==> src/rtl/dcfifo_wr_ctrl.sv <==
// Dual-clock FIFO write-side control: pointers, Gray export, and
// full / almost-full / level / overflow flags in the write domain.
module dcfifo_wr_ctrl #(
  parameter int ADDR_WIDTH         = 4,
  parameter int ALMOST_FULL_MARGIN = 2
) (
  input  logic                  clk,
  input  logic                  rst,
  input  logic                  wr_en,
  input  logic [ADDR_WIDTH:0]   rd_ptr_gray_sync,
  output logic                  mem_we,
  output logic [ADDR_WIDTH-1:0] wr_addr,
  output logic [ADDR_WIDTH:0]   wr_ptr_gray,
  output logic                  full,
  output logic                  almost_full,
  output logic [ADDR_WIDTH:0]   wr_level,
  output logic                  wr_err
);

  localparam int A     = ADDR_WIDTH;
  localparam int PW    = ADDR_WIDTH + 1;
  localparam int DEPTH = 1 << ADDR_WIDTH;
  localparam logic [A:0] AF_TH = PW'(DEPTH - ALMOST_FULL_MARGIN);

  logic [A:0] wr_bin;
  logic [A:0] wr_bin_next;
  logic [A:0] gray_next;
  logic [A:0] rd_bin;
  logic [A:0] level_next;
  logic       full_next;

  assign mem_we      = wr_en & ~full;
  assign wr_addr     = wr_bin[A-1:0];
  assign wr_bin_next = wr_bin + PW'(mem_we);
  assign gray_next   = wr_bin_next ^ (wr_bin_next >> 1);

  // Each binary bit is the XOR of all Gray bits at or above it.
  always_comb begin
    rd_bin = '0;
    for (int i = 0; i <= A; i++) begin
      rd_bin[i] = ^(rd_ptr_gray_sync >> i);
    end
  end

  assign level_next = wr_bin_next - rd_bin;
  assign full_next  = (gray_next ==
    {~rd_ptr_gray_sync[A:A-1], rd_ptr_gray_sync[A-2:0]});

  always_ff @(posedge clk) begin
    if (!rst) begin
      wr_bin      <= '0;
      wr_ptr_gray <= '0;
      full        <= 1'b0;
      almost_full <= 1'b0;
      wr_level    <= '0;
      wr_err      <= 1'b0;
    end else begin
      wr_bin      <= wr_bin_next;
      wr_ptr_gray <= gray_next;
      full        <= full_next;
      almost_full <= (level_next >= AF_TH);
      wr_level    <= level_next;
      wr_err      <= wr_en & full;
    end
  end

endmodule

==> config.mk <==
export PLATFORM = sky130hd
export DESIGN_NAME = dcfifo_wr_ctrl
export DESIGN_NICKNAME = d
export VERILOG_FILES = /design/src/rtl/dcfifo_wr_ctrl.sv
export SDC_FILE = /design/constraint.sdc
export NUM_CORES = 1
export LEC_CHECK = 0
export ABC_AREA = 1
export CORE_MARGIN = 1
export CORE_UTILIZATION = 51
export CTS_BUF_LIST = sky130_fd_sc_hd__clkbuf_4 sky130_fd_sc_hd__clkbuf_8 sky130_fd_sc_hd__clkbuf_16
export CTS_CLUSTER_SIZE = 12
export DETAILED_ROUTE_END_ITERATION = 7
export HOLD_SLACK_MARGIN = 0.08
export PLACE_DENSITY_LB_ADDON = 0.3
export SYNTH_ARGS = -nofsm -noshare
export SYNTH_HDL_FRONTEND = slang
export SYNTH_SLANG_ARGS = --single-unit
==> constraint.sdc <==
create_clock -name clk -period 6.4 [get_ports clk]
set_input_delay 1.28 -clock clk [delete_from_list [all_inputs] [get_ports clk]]
set_output_delay 1.28 -clock clk [all_outputs]
set_load 0.02 [all_outputs]
# Word-level counts from Yosys, hierarchy flattened

Cells that the tools add are included.
Widths: inputs -> output; s select.

Bits in registers: 18
Bits of input ports: 8
Output and inout bits: 18
Logic and storage cells: 20

Add/subtract/negate cells: 2
Magnitude comparators: 1
Equality and inequality tests: 1
Bitwise operators: 5
Reductions and logical operators: 5

Operators by type and width:

| cell               | number |
|---|---|
| $reduce_xor 5->1   | 5 |
| $add 5x1->5        | 1 |
| $eq 5x5->1         | 1 |
| $ge 5x4->1 const B | 1 |
| $sub 5x5->5        | 1 |
| $xor 5x4->5        | 1 |
| $and 1x1->1        | 2 |
| $not 2->2          | 1 |
| $not 1->1          | 1 |

# Longest topological paths before layout

Gate-level depths: netlist (run 1).

Depth after elaboration: 5
Mapped depth: 15
Mapped depth without buffers: 15

# Worst setup path before layout (run 1)

No wires, ideal clock.

Kind: input-to-reg
Start point: input port wr_en
End point: register almost_full
Setup time: 0.058 ns
Data arrival time: 3.262 ns
Required time: 6.342 ns
Setup slack: 3.080 ns
Stages on the path: 14
Buffers on the path: 0
Path through: inv_1 -> nor2_1 -> ha_1 -> ha_1 -> inv_2 -> nand2_1 -> nand2_2 -> ha_1 -> a21oi_1 -> o21ai_0 -> nand3b_1 -> nand2_1 -> nand3_1 -> nand2_1

Longest elaborated chain between the ends: 4

Ends and longest elaborated chain:

| element                  | line | text |
|---|---|---|
| start, declared          | 9    | `input logic wr_en,` |
| $and 1x1->1              | 32   | `assign mem_we = wr_en & ~full;` |
| named net mem_we         | 11   | `output logic mem_we,` |
| $add 5x1->5              | 34   | `assign wr_bin_next = wr_bin + PW'(mem_we);` |
| named net wr_bin_next[2] | 26   | `logic [A:0] wr_bin_next;` |
| $sub 5x5->5              | 45   | `assign level_next = wr_bin_next - rd_bin;` |
| $ge 5x4->1               | 61   | `almost_full <= (level_next >= AF_TH);` |
| end signal, assigned     | 61   |  |
| end, declared            | 15   | `output logic almost_full,` |

The timed path passes the listed nets, and every way through them passes these cells.
A chain may end at the register's enable or synchronous reset.

# Worst setup path after layout (run 1)

Start point: input port wr_en
End point: output port mem_we

Longest elaborated chain between the ends: 1

Ends and longest elaborated chain:

| element       | line |
|---|---|
| $and 1x1->1   | 32 |
| end, declared | 11 |

No other way between the ends.

==> results of run 1 <==
==> power groups by stage <==
stage | Combinational, uW | Sequential [uW] | Clock, uW
floorplan | 53.0 | 139 | 0
global placement | 106 | 124 | 0
detailed placement | 110 | 124 | 0
CTS | 110 | 122 | 60.8
global route | 121 | 123 | 65.8
finish | 110 | 122 | 60.2
==> stage by stage <==
step / total power (uW) / setup WS [ns] / cells
floorplan: 192 / 3.08 / 141
global placement: 230 / 2.61 / 189
detailed placement: 234 / 2.56 / 189
CTS: 293 / 2.57 / 193
global route: 310 / 2.51 / 193
finish: 292 / 2.58 / 193
==> sequential cells by signal (all words and copies together), names as in the netlist <==
name and count:
wr_level 5, wr_err 1, almost_full 1, wr_bin 5, wr_ptr_gray 4, full 1
==> layer usage <==
layer / vias to the layer above / wire, microns / GRT usage
met5: - / 0 / 0
met4: 0 / 20 / 0.0353
met3: 4 / 88 / 0.0353
met2: 25 / 1180 / 0.433
met1: 460 / 905 / 0.272
li1: 495 / - / -
==> worst max-delay path: stages <==
cell and delay (ns):
clkdlybuf4s50_1 0.48, inv_1 0.04, nor2_1 0.12, clkdlybuf4s50_1 0.62
==> worst max-delay path by stage <==
stage / from / slack, ns / to / cells past startpoint
floorplan: wr_en / 3.08 / almost_full$_SDFF_PN0_ / 14
global placement: wr_en / 2.61 / mem_we / 4
detailed placement: wr_en / 2.56 / mem_we / 4
CTS: wr_en / 2.57 / mem_we / 4
global route: wr_en / 2.51 / mem_we / 4
finish: wr_en / 2.58 / mem_we / 4
==> placed cells by master (no fill, tap or decap), types with 2 or more instances in the layout <==
| cell type | instances |
|---|---|
| nand3_2 | 2 |
| clkbuf_4 | 3 |
| nand2_1 | 41 |
| nor2_1 | 14 |
| nor2_2 | 2 |
| clkdlybuf4s50_1 | 25 |
| ha_1 | 5 |
| xor2_1 | 3 |
| nand4_1 | 2 |
| inv_1 | 13 |
| a21oi_1 | 7 |
| dfxtp_1 | 17 |
| inv_2 | 5 |
| nand3_1 | 13 |
| nand2_2 | 7 |
==> cells by family (layout without fill, tap and decap cells) <==
| group | count (synthesis) | after routing | share of synthesized area |
|---|---|---|---|
| flops | 17 | 17 | 0.335 |
| simple gates | 84 | 84 | 0.386 |
| xor+xnor | 5 | 5 | 0.0691 |
| buf+inv | 20 | 47 | 0.0814 |
| compound gates | 9 | 9 | 0.0469 |
| fa+ha+maj | 6 | 6 | 0.0814 |
==> cell type report <==
| cell class | instances | area [sq um] |
|---|---|---|
| Clock buffer | 3 | 22.5 |
| Clock inverter | 1 | 5.00 |
| Fill cell | 152 | 493 |
| Inverter | 18 | 67.6 |
| Multi-Input combinational cell | 104 | 592 |
| Sequential cell | 17 | 340 |
| Tap cell | 25 | 31.3 |
| Timing Repair Buffer | 25 | 250 |
==> results.cfg, run 1 <==
[clock_network]
cts_hold_buf = 0
cts.sinks = 17
clockRootBuffer = clkbuf_4
cts.htree.levels = 1
cts_buffers = 3
cts.repair.resized = 0
post_cts_buffers = 0
clkLatencyLatePin_ns = 0.29
cts_tree = done
clk_pin_slew_worst_paths_ns = 0.11
clk_path_buf_depth = 2

[cells_and_area]
utilization = 0.726
drive_gt1_frac = 0.143
antenna_cells = 0
finalInstanceArea_sq_um = 1310
num-nets-final = 183
area_delta_synth_final_pct = 29.0

[setup_path]
end_kind = output port
r2r_end = almost_full$_SDFF_PN0_
arrival_ns = 2.54
reg2reg_depth = 13
crit_fanout = 2
crit_type = in2out
worstPathRequired_ns = 5.12
crit_path_start_kind = primary input
reg2reg_from = full$_SDFF_PN0_
ff2ff_setup_slack_ns = 4.07

[synthesis]
synth_edf_count = 0
ys.flop_type = dfxtp_1
synthTopCellsByCount = nand2_1 (41), dfxtp_1 (17), nor2_1 (14)
synthArstFlopShare = 0
syn_area_sq_um = 1010
yosysTopAreaCellShare = 0.335
synth_cells = 141
syn_nets = 155
synth-seq-cells = 17
ys_seq_area_frac = 0.335
yosys.cell_types.count = 23
synth.most_common_cell = nand2_1
yosysWarnings = 0
syn_avg_cell_area_sq_um = 7.20
synth_top_area_cell = dfxtp_1
synthTopCellsByArea = dfxtp_1 (34%), nand2_1 (15%), nand3_1 (6.4%), ha_1 (6.2%), nor2_1 (5.2%)

[floorplan]
io_pins = 26
die_h_microns = 46.6
die_x_microns = 46.6
rows = 15
fp.dieArea_sq_um = 2170
core_area_sq_um = 1800
start_util = 0.563

[pwr]
switching_share = 0.352
p_int_uw = 189
p_per_area_nw_per_um2 = 223
vdd_drop_max_v = 0.000170
power_leakage_uw = 0.000645
power_switching_uw = 103
clkPwrFrac = 0.206
combPwrFrac = 0.376
p_seq_frac = 0.418

[global_routing]
grt_pass1_vias = 850
grt_start_max_net_pins = 13
grt_pass1_wl_mm = 3.51
antenna_found_initial = 0
globalRouteOverflowTotal = 0
track_usage = 0.230

[sta]
tightest_slew_ns = 0.391
max_freq_mhz = 262
maxSlewHeadroom = 0.739
final-setup-viol-count = 0
finalClockSkew_ns = 0.00340
fin_hold_ws_ns = 0.476
rsz0062_at_grt = false
finalCriticalPeriod_ns = 3.82
fin_tns_setup_ns = 0
min_period_over_period = 0.596
slew_viol_final = 0
hold_viol_final = 0

[placement]
port_buffers = 25
routabilityCongestion = 0.795
hpwlAfterDp_mm = 1.81
dpl_cell_area_sq_um = 1280

[route]
wirelength_mm = 2.19
drtAntennaViolNets = 0
avgRoutedWirePerCell_microns = 11.3
vias_per_cell = 5.10
first_pass_iters = 6
drtIter0Drc = 21
dr_total_vias = 984
drc = 0

[outcome]
status = finished, final reports clean

[hold_path]
min_from = full$_SDFF_PN0_
min_path_type = reg2reg
hold_path_depth = 2
hold_end = wr_err$_SDFF_PN0_

[job]
max_cap_viol_count = 0
Note: power is estimated with default switching activity, not from simulation.
==> run 2: changes to the inputs <==
--- a/config.mk
+++ b/config.mk
@@ -7,7 +7,7 @@
 export LEC_CHECK = 0
 export ABC_AREA = 1
 export CORE_MARGIN = 1
-export CORE_UTILIZATION = 51
+export CORE_UTILIZATION = 43
 export CTS_BUF_LIST = sky130_fd_sc_hd__clkbuf_4 sky130_fd_sc_hd__clkbuf_8 sky130_fd_sc_hd__clkbuf_16
 export CTS_CLUSTER_SIZE = 12
 export DETAILED_ROUTE_END_ITERATION = 7
==> constraint.sdc (replaced) <==
create_clock -name clk -period 3.4 [get_ports clk]
set_input_delay 0.68 -clock clk [delete_from_list [all_inputs] [get_ports clk]]
set_output_delay 0.68 -clock clk [all_outputs]
set_load 0.02 [all_outputs]
==> results.cfg, run 2 (synthesized netlist as in run 1, its figures left out) <==
[floorplan]
io_pins = 26
die_h_microns = 50.6
rows = 17
die_x_microns = 50.6
core_area_sq_um = 2210
fp.dieArea_sq_um = 2560
start_util = 0.459

[setup_path]
crit_type = in2reg
r2r_end = almost_full$_SDFF_PN0_
crit_fanout = 5
reg2reg_depth = 13
crit_end = almost_full$_SDFF_PN0_
arrival_ns = 3.26
startpoint = wr_en
ff2ff_setup_slack_ns = 0.93
reg2reg_from = full$_SDFF_PN0_
end_kind = register
crit_path_start_kind = primary input
worstPathRequired_ns = 3.64

[clock_network]
cts.repair.resized = 0
cts_tree = done
clockRootBuffer = clkbuf_4
cts_buffers = 3
clk_path_buf_depth = 2
cts.htree.levels = 1
post_cts_buffers = 0
clkLatencyLatePin_ns = 0.29
cts_hold_buf = 0
clk_pin_slew_worst_paths_ns = 0.11
cts.sinks = 17

[route]
avgRoutedWirePerCell_microns = 11.0
first_pass_iters = 4
drtAntennaViolNets = 0
drtIter0Drc = 19
drc = 0
vias_per_cell = 5.02
dr_total_vias = 984
wirelength_mm = 2.16

[cells_and_area]
drive_gt1_frac = 0.143
top_regs = wr_bin x5, wr_level x5, wr_ptr_gray x4
final_common_cell = nand2_1
num-nets-final = 183
antenna_cells = 0
area_delta_synth_final_pct = 29.3
mostFrequentLayoutCells = nand2_1 (41), clkdlybuf4s50_1 (25), dfxtp_1 (17), nor2_1 (14)

[sta]
final-setup-viol-count = 0
rsz0062_at_grt = false
min_period_over_period = 0.887
maxSlewHeadroom = 0.733
slew_viol_final = 0
hold_viol_final = 0
finalClockSkew_ns = 0.00456
fin_ws_ns = 0.385
finalCriticalPeriod_ns = 3.01
max_freq_mhz = 332
tightest_slew_ns = 0.401
fin_tns_setup_ns = 0

[placement]
port_buffers = 25
hpwlAfterDp_mm = 1.71
routabilityCongestion = 0.853
post-place-ws_ns = 0.151

[global_routing]
grt_pass1_wl_mm = 3.63
globalRouteOverflowTotal = 0
grt_start_max_net_pins = 13
antenna_found_initial = 0
track_usage = 0.190
grt_pass1_vias = 853

[outcome]
status = finished, final reports clean

[pwr]
power_leakage_uw = 0.000645
p_per_area_nw_per_um2 = 418
vdd_drop_max_v = 0.000286

[job]
max_cap_viol_count = 0

[hold_path]
min_path_type = reg2reg
==> run 2: cell counts in the layout (fill, tap and decap cells not counted) <==
Identical to the previous run, type by type.
==> run 2: cell type report <==
| cell class | instances | area, sq um |
|---|---|---|
| Multi-Input combinational cell | 104 | 592 |
| Tap cell | 28 | 35.0 |
| Timing Repair Buffer | 25 | 250 |
| Clock inverter | 1 | 5.00 |
| Inverter | 18 | 67.6 |
| Sequential cell | 17 | 340 |
| Fill cell | 213 | 900 |
| Clock buffer | 3 | 22.5 |
==> run 2: routing by layer <==
layer	GRT usage	wire length, microns
met1	0.237	1000
met2	0.316	999
met3	0.0303	89
met4	0.0926	67
met5	0	0
==> run 2: worst max-delay path, stage by stage <==
cell	delay (ns)
clkdlybuf4s50_1	0.48
inv_1	0.04
nor2_1	0.12
ha_1	0.26
ha_1	0.31
inv_2	0.06
nand2_1	0.07
nand2_2	0.08
ha_1	0.37
a21oi_1	0.19
o21ai_0	0.15
nand3b_1	0.23
nand2_1	0.09
nand3_1	0.07
nand2_1	0.07
==> run 2: report_power, final <==
part           switching [uW]  internal, uW
clock network            68.6          43.8
registers                7.89           221
logic                     116          91.9
total                     192           357
==> run 2: worst min path at each step <==
stage	startpoint	to	slack [ns]	depth (start not counted)
4_1_cts	full$_SDFF_PN0_	wr_err$_SDFF_PN0_	0.48	2
2_1_floorplan	full$_SDFF_PN0_	wr_err$_SDFF_PN0_	0.53	2
6_report	full$_SDFF_PN0_	wr_err$_SDFF_PN0_	0.47	2
3_3_place_gp	full$_SDFF_PN0_	wr_err$_SDFF_PN0_	0.45	2
5_1_grt	full$_SDFF_PN0_	wr_err$_SDFF_PN0_	0.52	2
3_5_place_dp	full$_SDFF_PN0_	wr_err$_SDFF_PN0_	0.46	2
==> run 2: stage by stage <==
stage	utilization	std cells	hold WS [ns]	power (uW)	area (sq um)
2_1_floorplan	-	141	0.525	362	1010
4_1_cts	0.593	196	0.480	554	1310
3_5_place_dp	0.581	192	0.456	440	1280
5_1_grt	0.593	196	0.520	587	1310
6_report	0.593	196	0.474	549	1310
3_3_place_gp	0.581	192	0.452	436	1280
==> run 3: changes to the inputs <==
--- a/config.mk
+++ b/config.mk
@@ -7,7 +7,7 @@
 export LEC_CHECK = 0
 export ABC_AREA = 1
 export CORE_MARGIN = 1
-export CORE_UTILIZATION = 43
+export CORE_UTILIZATION = 51
 export CTS_BUF_LIST = sky130_fd_sc_hd__clkbuf_4 sky130_fd_sc_hd__clkbuf_8 sky130_fd_sc_hd__clkbuf_16
 export CTS_CLUSTER_SIZE = 12
 export DETAILED_ROUTE_END_ITERATION = 7
==> constraint.sdc (replaced) <==
create_clock -name clk -period 3.8 [get_ports clk]
set_input_delay 0.76 -clock clk [delete_from_list [all_inputs] [get_ports clk]]
set_output_delay 0.76 -clock clk [all_outputs]
set_load 0.02 [all_outputs]
==> results.cfg, run 3 (synthesized netlist as in run 1, its figures left out) <==
[job]
max_cap_viol_count = 0

[cells_and_area]
num-nets-final = 183
area_delta_synth_final_pct = 29.0
antenna_cells = 0
finalInstanceArea_sq_um = 1310
n_fill_cell = 159
final_common_cell = nand2_1
utilization = 0.726
drive_gt1_frac = 0.143
mostFrequentLayoutCells = nand2_1 (41), clkdlybuf4s50_1 (25), dfxtp_1 (17), nor2_1 (14)
top_regs = wr_bin x5, wr_level x5, wr_ptr_gray x4

[global_routing]
grt_start_max_net_pins = 13
track_usage = 0.230
grt_pass1_vias = 859
antenna_found_initial = 0
globalRouteOverflowTotal = 0
grt_pass1_wl_mm = 3.49

[clock_network]
cts_hold_buf = 0
clk_path_buf_depth = 2
cts_tree = done
cts.sinks = 17
cts_buffers = 3
cts.repair.resized = 0
clk_pin_slew_worst_paths_ns = 0.10
cts.htree.levels = 1
clkLatencyLatePin_ns = 0.29
clockRootBuffer = clkbuf_4
post_cts_buffers = 0

[route]
avgRoutedWirePerCell_microns = 11.5
wirelength_mm = 2.21
drc = 0
vias_per_cell = 4.95
first_pass_iters = 4
dr_total_vias = 956
drtAntennaViolNets = 0
drtIter0Drc = 31

[setup_path]
worstPathRequired_ns = 4.05
path_cells = clkdlybuf4s50_1 -> inv_1 -> nor2_1 -> ha_1 -> ha_1 -> inv_2 -> nand2_1 -> nand2_2 -> ha_1 -> a21oi_1 -> o21ai_0 -> nand3b_1 -> nand2_1 -> nand3_1 -> nand2_1
crit_slowest_cell = clkdlybuf4s50_1
max_stage_delay_ns = 0.47
crit_type = in2reg
crit_path_start_kind = primary input
path_delay_family = adder cells
crit_fanout = 5
end_kind = register
arrival_ns = 3.22
critPathBufInv = 3

[pwr]
power_leakage_uw = 0.000645
vdd_drop_max_v = 0.000352
finalPower_uw = 490
p_per_area_nw_per_um2 = 374

[floorplan]
io_pins = 26
rows = 15
core_area_sq_um = 1800
die_x_microns = 46.6
start_util = 0.563
fp.dieArea_sq_um = 2170
die_h_microns = 46.6

[sta]
fin_tns_setup_ns = 0
slew_viol_final = 0
tightest_slew_ns = 0.410
min_period_over_period = 0.783
finalCriticalPeriod_ns = 2.98
maxSlewHeadroom = 0.726
hold_viol_final = 0
rsz0062_at_grt = false
max_freq_mhz = 336
final-setup-viol-count = 0
finalClockSkew_ns = 0.00656
fin_hold_ws_ns = 0.477

[placement]
hpwlAfterDp_mm = 1.77
port_buffers = 25
routabilityCongestion = 0.809
dpl_cell_area_sq_um = 1280

[hold_path]
min_path_type = reg2reg

[outcome]
status = finished, final reports clean
## run 3: cell counts in the layout (fill, tap and decap cells not counted)
No cell type changed its count.
## run 3: layout make-up
type | instances | area [sq um] | area share
Clock buffer | 3 | 22.5 | 0.0172
Multi-Input combinational cell | 104 | 592 | 0.452
Clock inverter | 1 | 5.00 | 0.00382
Sequential cell | 17 | 340 | 0.260
Inverter | 18 | 67.6 | 0.0516
Tap cell | 25 | 31.3 | 0.0239
Timing Repair Buffer | 25 | 250 | 0.191
## run 3: stage by stage
step,worst slack (ns),cells
after floorplan,1.00,141
after global placement,0.600,189
after detailed placement,0.511,189
after CTS,0.826,193
after global routing,0.677,193
final,0.825,193
## run 3: worst register-to-register path, cell delays in order, from the launching register on
cell and delay (ns):
dfxtp_1 0.34, nor2_1 0.15, ha_1 0.26, ha_1 0.31
inv_2 0.06, nand2_1 0.07, nand2_2 0.08, ha_1 0.36
a21oi_1 0.15, o21ai_0 0.11, nand3b_1 0.20, nand2_1 0.07
nand3_1 0.07, nand2_1 0.07
## run 3: worst paths after layout
| check | from | end | slack (ns) | depth (start not counted) |
|---|---|---|---|---|
| setup / recovery | wr_en | almost_full$_SDFF_PN0_ | 0.82 | 15 |
| hold / removal | full$_SDFF_PN0_ | wr_err$_SDFF_PN0_ | 0.48 | 2 |
| setup reg to reg | full$_SDFF_PN0_ | almost_full$_SDFF_PN0_ | 1.44 | 13 |
| hold reg to reg | full$_SDFF_PN0_ | wr_err$_SDFF_PN0_ | 0.48 | 2 |
## run 3: power breakdown
| part | leakage (uW) | switching [uW] | internal [uW] |
|---|---|---|---|
| registers | 0.000140 | 6.89 | 198 |
| logic | 0.000487 | 105 | 82.0 |
| clock network | 0.0000177 | 58.9 | 39.2 |
## run 3: per-layer routing
layer,vias to the layer above,GRT usage,part of all wire
met4,0,0.0176,0
met2,18,0.419,0.52
met5,-,0,0
met1,443,0.277,0.45
li1,495,-,-
met3,0,0.0588,0.034
